**src/rtl/svi_cas_player_if.sv**
```systemverilog
// Cassette player bus: buffer RAM read port, transport controls
// and tape/OSD outputs. master = player, slave = environment.
interface svi_cas_player_if #(
  parameter int ADDR_W = 18
);
  logic              ce;
  logic              play;
  logic              rewind;
  logic [ADDR_W-1:0] length;
  logic [ADDR_W-1:0] mem_addr;
  logic              mem_rd;
  logic [7:0]        mem_data;
  logic              data;
  logic [2:0]        status;
  logic [ADDR_W-1:0] byte_count;

  modport master (
    input  ce, play, rewind, length, mem_data,
    output mem_addr, mem_rd, data, status, byte_count
  );

  modport slave (
    output ce, play, rewind, length, mem_data,
    input  mem_addr, mem_rd, data, status, byte_count
  );
endinterface

```
**src/rtl/svi_cas_player.sv**
```systemverilog
// SVI cassette playback: fetches CAS buffer bytes, frames them and
// FSK-encodes the 1200-baud tape signal, gated by the motor line.
module svi_cas_player #(
  parameter int ADDR_W    = 18,
  parameter int HALF0     = 8889,
  parameter int HALF1     = 4444,
  parameter int STOP_BITS = 2
) (
  input  logic clk,
  input  logic reset,
  svi_cas_player_if.master bus
);

  localparam int FRAME_W = 9 + STOP_BITS;
  localparam int HMAX    = (HALF0 > HALF1) ? HALF0 : HALF1;
  localparam int CNT_W   = (HMAX < 2) ? 1 : $clog2(HMAX);
  localparam int BIT_W   = $clog2(FRAME_W + 1);

  localparam logic [CNT_W-1:0] H0V = CNT_W'(HALF0 - 1);
  localparam logic [CNT_W-1:0] H1V = CNT_W'(HALF1 - 1);

  typedef enum logic [2:0] {
    S_IDLE,
    S_FETCH,
    S_WAIT,
    S_SHIFT,
    S_PAUSED,
    S_END
  } state_t;

  state_t             state_q, state_d;
  logic [ADDR_W-1:0]  addr_q, addr_d;
  logic [ADDR_W-1:0]  cnt_q, cnt_d;
  logic [ADDR_W-1:0]  len_q, len_d;
  logic [FRAME_W-1:0] frame_q, frame_d;
  logic [CNT_W-1:0]   half_q, half_d;
  logic [1:0]         hidx_q, hidx_d;
  logic [BIT_W-1:0]   bits_q, bits_d;
  logic               data_q, data_d;
  logic [ADDR_W-1:0]  nxt_addr;
  logic [1:0]         last_half;
  logic [2:0]         status;

  assign nxt_addr  = addr_q + ADDR_W'(1);
  assign last_half = frame_q[0] ? 2'd3 : 2'd1;

  always_ff @(posedge clk or posedge reset) begin
    if (reset) begin
      state_q <= S_IDLE;
      addr_q  <= '0;
      cnt_q   <= '0;
      len_q   <= '0;
      frame_q <= '0;
      half_q  <= '0;
      hidx_q  <= '0;
      bits_q  <= '0;
      data_q  <= 1'b0;
    end else begin
      state_q <= state_d;
      addr_q  <= addr_d;
      cnt_q   <= cnt_d;
      len_q   <= len_d;
      frame_q <= frame_d;
      half_q  <= half_d;
      hidx_q  <= hidx_d;
      bits_q  <= bits_d;
      data_q  <= data_d;
    end
  end

  always_comb begin
    state_d = state_q;
    addr_d  = addr_q;
    cnt_d   = cnt_q;
    len_d   = len_q;
    frame_d = frame_q;
    half_d  = half_q;
    hidx_d  = hidx_q;
    bits_d  = bits_q;
    data_d  = data_q;
    if (bus.rewind) begin
      state_d = S_IDLE;
      addr_d  = '0;
      cnt_d   = '0;
      len_d   = '0;
      frame_d = '0;
      half_d  = '0;
      hidx_d  = '0;
      bits_d  = '0;
      data_d  = 1'b0;
    end else begin
      unique case (state_q)
        S_IDLE: begin
          if (bus.play)
            state_d = (addr_q >= bus.length) ? S_END : S_FETCH;
        end
        S_FETCH: begin
          len_d   = bus.length;
          state_d = S_WAIT;
        end
        S_WAIT: begin
          frame_d = {{STOP_BITS{1'b1}}, bus.mem_data, 1'b0};
          half_d  = H0V;
          hidx_d  = '0;
          bits_d  = BIT_W'(FRAME_W);
          state_d = bus.play ? S_SHIFT : S_PAUSED;
        end
        S_SHIFT: begin
          // pause wins over a coincident tick
          if (!bus.play) begin
            state_d = S_PAUSED;
          end else if (bus.ce) begin
            if (half_q != '0) begin
              half_d = half_q - CNT_W'(1);
            end else begin
              data_d = ~data_q;
              if (hidx_q != last_half) begin
                hidx_d = hidx_q + 2'd1;
                half_d = frame_q[0] ? H1V : H0V;
              end else if (bits_q != BIT_W'(1)) begin
                frame_d = frame_q >> 1;
                bits_d  = bits_q - BIT_W'(1);
                hidx_d  = '0;
                half_d  = frame_q[1] ? H1V : H0V;
              end else begin
                addr_d  = nxt_addr;
                cnt_d   = cnt_q + ADDR_W'(1);
                state_d = (nxt_addr >= len_q) ? S_END : S_FETCH;
              end
            end
          end
        end
        S_PAUSED: begin
          if (bus.play)
            state_d = S_SHIFT;
        end
        S_END: ;
        default: state_d = S_IDLE;
      endcase
    end
  end

  always_comb begin
    status = 3'd0;
    unique case (state_q)
      S_FETCH, S_WAIT, S_SHIFT: status = 3'd1;
      S_PAUSED:                 status = 3'd2;
      S_END:                    status = 3'd3;
      default:                  status = 3'd0;
    endcase
  end

  assign bus.mem_addr   = addr_q;
  assign bus.mem_rd     = (state_q == S_FETCH);
  assign bus.data       = data_q;
  assign bus.status     = status;
  assign bus.byte_count = cnt_q;

endmodule

```
**src/flat_wrapper.sv**
```systemverilog
// flat-port wrapper written by rule: the top's interface ports become plain ports
module svi_cas_player_flat 
#(
  parameter int ADDR_W    = 18,
  parameter int HALF0     = 8889,
  parameter int HALF1     = 4444,
  parameter int STOP_BITS = 2
)
  (clk, reset, bus_ce, bus_play, bus_rewind, bus_length, bus_mem_data, bus_mem_addr, bus_mem_rd, bus_data, bus_status, bus_byte_count);
  svi_cas_player_if #(.ADDR_W(ADDR_W)) bus_i ();
  input  logic clk;
  input  logic reset;
  input wire logic [$bits(bus_i.ce)-1:0] bus_ce;
  input wire logic [$bits(bus_i.play)-1:0] bus_play;
  input wire logic [$bits(bus_i.rewind)-1:0] bus_rewind;
  input wire logic [$bits(bus_i.length)-1:0] bus_length;
  input wire logic [$bits(bus_i.mem_data)-1:0] bus_mem_data;
  output wire logic [$bits(bus_i.mem_addr)-1:0] bus_mem_addr;
  output wire logic [$bits(bus_i.mem_rd)-1:0] bus_mem_rd;
  output wire logic [$bits(bus_i.data)-1:0] bus_data;
  output wire logic [$bits(bus_i.status)-1:0] bus_status;
  output wire logic [$bits(bus_i.byte_count)-1:0] bus_byte_count;
  assign bus_i.ce = bus_ce;
  assign bus_i.play = bus_play;
  assign bus_i.rewind = bus_rewind;
  assign bus_i.length = bus_length;
  assign bus_i.mem_data = bus_mem_data;
  assign bus_mem_addr = bus_i.mem_addr;
  assign bus_mem_rd = bus_i.mem_rd;
  assign bus_data = bus_i.data;
  assign bus_status = bus_i.status;
  assign bus_byte_count = bus_i.byte_count;
  svi_cas_player #(.ADDR_W(ADDR_W), .HALF0(HALF0), .HALF1(HALF1), .STOP_BITS(STOP_BITS)) u_core (.clk(clk), .reset(reset), .bus(bus_i));
endmodule
```
**config.mk**
```make
export PLATFORM = sky130hd
export DESIGN_NAME = svi_cas_player_flat
export DESIGN_NICKNAME = d
export VERILOG_FILES = /design/src/rtl/svi_cas_player_if.sv /design/src/rtl/svi_cas_player.sv /design/src/flat_wrapper.sv
export SDC_FILE = /design/constraint.sdc
export NUM_CORES = 1
export LEC_CHECK = 0
export ABC_CLOCK_PERIOD_IN_PS = 4600
export CAP_MARGIN = 20
export CORE_ASPECT_RATIO = 0.7
export CORE_MARGIN = 2
export CORE_UTILIZATION = 65
export CTS_BUF_LIST = sky130_fd_sc_hd__clkbuf_4
export DETAILED_ROUTE_END_ITERATION = 10
export DONT_BUFFER_PORTS = 1
export PLACE_DENSITY = 0.83
export SYNTH_ARGS = -nofsm -noshare
export SYNTH_HDL_FRONTEND = slang
export SYNTH_SLANG_ARGS = --single-unit
```
**constraint.sdc**
```tcl
create_clock -name clk -period 4.6 [get_ports clk]
set_input_delay 0.23 -clock clk [delete_from_list [all_inputs] [get_ports clk]]
set_output_delay 0.23 -clock clk [all_outputs]
set_load 0.05 [all_outputs]
```
== Word-level counts from Yosys, hierarchy flattened ==
Index checks and enable logic that the tools add are counted.
Word-level totals
  register bits: 89
  bits in latches: 0
  RAM bits: 0
  ROM bits: 0
  logic and storage cells: 120
  memories: 0
Operators by class
  add/sub/neg operators: 5
  multipliers: 0
  div/mod/pow operators: 0
  magnitude comparators: 2
  equal/unequal tests: 24
  shift-type cells: 0
  mux-type cells: 65
  bitwise operators: 1
  reductions and logical operators: 14
Operators with widths (count)
  $mux W18: 16
  $mux W14: 8
  $mux W11: 6
  $add A18 B1 Y18 const B: 2
  $ge A18 B18 Y1: 2
  $mux W3: 11
  $pmux W14 S2: 1
  $mux W4: 6
  $pmux W11 S2: 1
  $ne A3 B3 Y1 const B: 6
  $pmux W3 S6: 1
  $ne A4 B4 Y1 const B: 4
  $mux W2: 7
  $reduce_bool A14 Y1: 1
  $sub A14 B1 Y14 const B: 1
  $reduce_and A6 Y1: 2
  $ne A2 B2 Y1 const B: 4
  $pmux W4 S2: 1
  $reduce_and A4 Y1: 2
  $reduce_bool A2 Y1: 4
  $reduce_and A7 Y1: 1
  $eq A3 B2 Y1 const B: 2
  $eq A3 B3 Y1 const B: 2
  $pmux W2 S3: 1
  other kinds (15): 19

== Logic depth before layout (Yosys ltp) ==
Gate-level depths: netlist of run 1.
  word-level depth: 10
  depth in mapped cells: 13

== Least setup slack after synthesis of run 1 ==
No wires, ideal clock.
  path kind: register to register
  start: register u_core.addr_q[2], in the netlist u_core.bus.mem_addr[2]
  end: register u_core.state_q[2]
  setup time: 0.083 ns
  data arrival time: 3.134 ns
  slack: 1.384 ns
  stages on the path, launching flop included: 11
  path buffers: 0
  cells stage by stage: dfrtp_1 nand4_1 nor3_1 nand3_1 xnor2_1 ha_1 nand4_1 nor4_1 o221ai_1 a311o_1 o21ai_0
On the way
  longest elaborated chain between the ends: 10
RTL lines
  from (decl): RTL line svi_cas_player.sv:32  | logic [ADDR_W-1:0] addr_q, addr_d;
  from (signal assigned): RTL line svi_cas_player.sv:60  | addr_q <= addr_d;
  $add A18 B1 Y18: RTL line svi_cas_player.sv:44  | assign nxt_addr = addr_q + ADDR_W'(1);
  $ge A18 B18 Y1: RTL line svi_cas_player.sv:128  | state_d = (nxt_addr >= len_q) ? S_END : S_FETCH;
  $mux W3: RTL line svi_cas_player.sv:128
  $mux W3: RTL line svi_cas_player.sv:120  | end else if (bits_q != BIT_W'(1)) begin
  $mux W3: RTL line svi_cas_player.sv:117  | if (hidx_q != last_half) begin
  $mux W3: RTL line svi_cas_player.sv:113  | if (half_q != '0) begin
  $mux W3: RTL line svi_cas_player.sv:112  | end else if (bus.ce) begin
  $mux W3: RTL line svi_cas_player.sv:110  | if (!bus.play) begin
  $pmux W3 S6 *: RTL line svi_cas_player.sv:92  | unique case (state_q)
  $mux W3 *: RTL line svi_cas_player.sv:81  | if (bus.rewind) begin
  to (signal assigned): RTL line svi_cas_player.sv:59  | state_q <= state_d;
  to (decl): RTL line svi_cas_player.sv:31  | state_t state_q, state_d;
Every way passes the cells marked *; elsewhere a longest branch is shown, timed or not. The select of a mux whose other input is x is not followed.
A chain may end at the register's enable or synchronous reset.

== Final worst setup path of run 1 ==
  start: register u_core.addr_q[0], in the netlist u_core.bus.mem_addr[0]
  end: register u_core.state_q[2]
Same word-level chain as after synthesis.

==> results.cfg, run 1 <==
[timing]
maxSlewViolCount = 0
clock-skew-final_ps = 21.0
rsz0062_at_grt = no
final.period_utilization = 0.813
timing.fmax_mhz = 268
slew_headroom = 0.267
hold_viol_final = 0
worstMarginPinSlew_ps = 1100
tns_ps = 0
setup_viol = 0
min_period_ps = 3740

[synth]
synth.ff_latch_count = 89
synth_seq_area_share = 0.396
syn_avg_cell_area_um2 = 8.64
ys.warnings.count = 0
synth_area_leaders = dfrtp_1, ha_1, nand2_1, xor2_1, nor2_1
async_flop_share = 1.00
ys_types = 61
synth_top_area_cell = dfrtp_1
synth_top_area_frac = 0.396
synth_nets = 724
synth_area_um2 = 5630
synth_ff_type = dfrtp_1
synth-edff-count = 0
syn_inst = 652

[drt]
via_per_inst = 6.31
num_vias = 5000
initialDrtViolationCount = 537
wire_per_inst_um = 17.8
routed_wl_um = 14100
firstDrtPassIters = 5
route.detailed.drc = 0
postRouteAntennaNets = 0

[setup_path]
critical_path_class = flip-flop to flip-flop
cp-end-kind = flip-flop
worst_ep_arrival_time_ps = 4110
worstPathMaxFanout = 7
required_ps = 4970
rrSetupSlack_ps = 860
start_kind = flip-flop

[floorplan]
die-area_um2 = 9430
io_pins = 72
fp.dieH_um = 81.9
core_area_um2 = 8440
rows = 28
die_w_um = 115
initial_core_util = 0.667

[clock_tree]
cts_root_buffer = clkbuf_4
cts_buffers = 9
clkSinkCount = 89
cts_resized = 0
clock_path_buffers = 2
clk_pin_slew_ps = 140
clk_latency_ps = 450
tritoncts = yes
cts_max_level = 3

[layout]
layout.nets = 740
antenna_cells = 0
multi_input_area_um2 = 3090
n_fill_cell = 613
final_common_cell = dfrtp_1
final_cell_mix = dfrtp_1, nand2_1, nor2_1
ff_latch_area_um2 = 2230
area_growth_pct = 10.2
fin_area_um2 = 6200
final_core_util = 0.735
layout-drive-gt1-share = 0.0505

[worst_hold_path]
hp-class = primary input to flip-flop

[pwr]
leakage_nw = 2.75
powerDensity_nw_per_um2 = 261
irDropWorstVdd_mv = 0.159

[global_route]
grt_pass1_wl_um = 22900
overflow = 0
grt_max_degree = 77
grt_usage = 0.309
antenna_found_initial = 0
grt_pass1_vias = 4714

[run_status]
status = finished, final reports clean

[placed_design]
place.gp.congestion = 0.929
post-dp-hpwl_um = 9290
place_area_um2 = 5700
io_buffers = 0

[run]
maxCapViolations = 0
state kept, by name, indices dropped and copies added (netlist names):
| name | cells |
|---|---|
| u_core.bits_q | 4 |
| u_core.hidx_q | 2 |
| u_core.bus.data | 1 |
| u_core.bus.byte_count | 18 |
| u_core.len_q | 18 |
| u_core.frame_q | 11 |
| u_core.bus.mem_addr | 18 |
| u_core.state_q | 3 |
| u_core.half_q | 14 |
power by group:
group	internal (W)	switching, W	leakage (nW)
Sequential	0.000822	0.0000374	1.20
Clock	0.000224	0.000269	0.0878
Combinational	0.0000997	0.000164	1.46
repair_timing:
item | CTS | global route
endpoints found under the hold margin | 133 | 0
buffers inserted | 0 | 0
hold buffers | 30 | 0
cells by family after synthesis:
logic type               synth area share
buffers and inverters              0.0573
AND/OR/NAND/NOR                     0.205
multiplexers                       0.0142
AO/OA/AOI/OAI                       0.160
other                            0.000666
adder cells (fa/ha/maj)            0.0911
flip-flops                          0.396
XOR/XNOR                           0.0762
final timing paths:
path | cells after the start | startpoint | end
worst max register to register | 11 | u_core.bus.mem_addr[0] | u_core.state_q[2]
min in group asynchronous | 2 | reset | u_core.bus.byte_count[13]
worst min register to register | 2 | u_core.frame_q[5] | u_core.frame_q[5]
max in group asynchronous | 4 | reset | u_core.len_q[10]
worst min-delay path | 3 | bus_rewind | u_core.half_q[8]
worst max-delay path | 11 | u_core.bus.mem_addr[0] | u_core.state_q[2]
synth_stat cells, drive strengths merged (5+ instances only):
cell     number
a211oi        6
a21oi        44
a31oi         5
and3          8
buf           6
clkbuf       27
dfrtp        89
ha           41
inv          48
mux2i         8
nand2        84
nand3        17
nand4        13
nor2         61
nor3         16
nor4          7
o2111ai       5
o211ai        7
o21ai        31
o31ai        14
or3           8
xnor2        21
xor2         28
layer usage:
metal / global-route usage / vias to the layer above / share of wire
li1: - / 2306 / -
met1: 0.415 / 2398 / 0.44
met2: 0.501 / 268 / 0.46
met3: 0.0797 / 28 / 0.090
met4: 0.0880 / 0 / 0.014
met5: 0 / - / 0
final cells by class:
class,instances,share of cell area
Clock inverter,6,0.0133
Multi-Input combinational cell,481,0.497
Tap cell,120,0.0242
Timing Repair Buffer,38,0.0641
Sequential cell,89,0.359
Clock buffer,10,0.0121
Inverter,49,0.0298
stage by stage:
step | hold slack [ps] | cells | total power (W) | setup WS, ps
finish | 55.1 | 793 | 0.00162 | 862
global route | 36.3 | 793 | 0.00169 | 653
CTS | 13.9 | 792 | 0.00162 | 933
detailed placement | 303 | 746 | 0.00110 | 971
global placement | 302 | 746 | 0.00108 | 1220
floorplan | 361 | 652 | 0.00105 | 1380
worst max-delay path: stages, from the launching register on:
cell,delay (ps)
dfrtp_1,800
ha_1,320
and3_1,290
and4_1,400
nand4_1,280
xnor2_1,220
ha_1,330
nand4_1,100
nor4_1,270
o221ai_1,180
a311o_1,320
o21ai_0,140
Power figures use the tool's default switching activity.
==> inputs of run 2 (changes only) <==
ABC_CLOCK_PERIOD_IN_PS = 3560   (was 4600)
clock period = 3.56 ns   (was 4.6 ns; I/O delays follow)
==> run 2 against run 1 <==
  * Setup slack lost 480 ps
  * Wire length increased by 0.28%
  * Die area did not move
  * Sequential share of layout area shrank 0.63 points
  * Flip-flop and latch count is the same
  * Register-to-register slack worse by 480 ps
  * Largest power group unchanged
==> results.cfg, run 2 (same netlist as run 1, synthesis figures left out) <==
[clock_tree]
tritoncts = yes
cts_max_level = 3
cts_resized = 0
clk_pin_slew_ps = 150
cts_hold_buf = 30
cts_root_buffer = clkbuf_4
clk_latency_ps = 470
clkSinkCount = 89
clock_path_buffers = 2
post_cts_buffers = 0
cts_buffers = 9

[setup_path]
cpPeakStageDelay_ps = 430
r2r-start = u_core.bus.mem_addr[1]
crit_chain = ha_1, and3_1, and4_1, nand4_1, xnor2_1, ha_1, nand4_1, nor4_1, o221ai_1, a311o_1, o21ai_0
crit_start = u_core.bus.mem_addr[1]
required_ps = 3950
crit_buf_inv = 0
path_delay_family = simple AND/OR/NAND/NOR gates
cp_slowest_cell = dfrtp_1
worstPathMaxFanout = 7
worst_ep_arrival_time_ps = 3570
start_kind = flip-flop
cp-end-kind = flip-flop
critical_path_class = flip-flop to flip-flop

[drt]
via_per_inst = 6.16
num_vias = 4999
postRouteAntennaNets = 0
wl_met1_um = 6300
dr_wl_met3_um = 1020
initialDrtViolationCount = 452
routed_wl_um = 14200
wire_per_inst_um = 17.5
route.detailed.drc = 0
dr_wl_met2_um = 6550
top_layer_used = met4
firstDrtPassIters = 5

[timing]
min_period_ps = 3180
setup_ws_ps = 384
timing.fmax_mhz = 315
worstMarginPinSlew_ps = 1060
hold_viol_final = 0
clock-skew-final_ps = 19.6
final.period_utilization = 0.892
rsz0062_at_grt = no
setup_viol = 0
tns_ps = 0
slew_headroom = 0.289
maxSlewViolCount = 0

[pwr]
pwr-share-comb = 0.170
powerDensity_nw_per_um2 = 321
irDropWorstVdd_mv = 0.230
p_int_w = 0.00141
leakage_nw = 2.83
p_sw_w = 0.000615
p_clk_frac = 0.282
swShare = 0.304
seq_power_share = 0.548

[placed_design]
place.gp.congestion = 0.865
pre_cts_slack_ps = 477
place_area_um2 = 5860
dp.cells = 766
post-dp-hpwl_um = 9750
io_buffers = 0

[global_route]
grt_usage = 0.317
grt_pass1_wl_um = 23200
grt_pass1_vias = 4760
antenna_found_initial = 0
overflow = 0
grt_max_degree = 86

[floorplan]
core_area_um2 = 8440
fp.dieH_um = 81.9
io_pins = 72
initial_core_util = 0.667
rows = 28
die-area_um2 = 9430
die_w_um = 115

[layout]
area_growth_pct = 12.2
fin_area_um2 = 6320
final_common_cell = dfrtp_1
final_cell_mix = dfrtp_1, nand2_1, nor2_1
antenna_cells = 0
fin_cells = 812
final_core_util = 0.748
layout-drive-gt1-share = 0.0751
layout.nets = 759

[run]
maxCapViolations = 0

[run_status]
status = finished, final reports clean

[worst_hold_path]
hold_start = bus_rewind
hp-class = primary input to flip-flop
run 2: cell count changes in the layout (fill, tap and decap cells not counted), sizes merged:
cell,change
buf,+19
bufinv,-1
clkinvlp,+1
run 2: worst paths after layout:
kind,slack (ps),cells past startpoint,endpoint
setup / recovery,380,11,u_core.state_q[2]
hold / removal,40,3,u_core.state_q[2]
setup reg to reg,380,11,u_core.state_q[2]
hold reg to reg,500,2,u_core.frame_q[10]
max in group asynchronous,2440,3,u_core.state_q[0]
min in group asynchronous,200,2,u_core.bus.byte_count[16]
run 2: per-stage QoR:
stage / hold WS, ps / power, W
floorplan: 309 / 0.00136
global placement: 142 / 0.00141
detailed placement: 141 / 0.00142
CTS: 1.36 / 0.00203
global route: 19.8 / 0.00212
finish: 38.8 / 0.00203
run 2: area by class of cell:
type,instances,area [um2]
Fill cell,615,2130
Clock inverter,6,58.8
Timing Repair Buffer,57,533
Inverter,49,185
Sequential cell,89,2230
Multi-Input combinational cell,481,3090
Clock buffer,10,75.1
Tap cell,120,150
run 2: power by group through the flow:
stage          clock (W)  combinational [W]  sequential (W)
5_1_grt         0.000620           0.000385         0.00112
3_5_place_dp           0           0.000296         0.00113
6_report        0.000571           0.000345         0.00111
4_1_cts         0.000584           0.000341         0.00111
2_1_floorplan          0           0.000249         0.00111
3_3_place_gp           0           0.000284         0.00112
run 2: tightest hold or removal path, delay by kind of cell:
family           cells  cell delay, ps
AO/OA/AOI/OAI        2             260
AND/OR/NAND/NOR      1              30
run 2: metal layers:
layer / vias to the layer above / global-route usage
met5: - / 0
met4: 0 / 0.0976
met3: 32 / 0.0745
met2: 210 / 0.515
met1: 2404 / 0.428
li1: 2353 / -
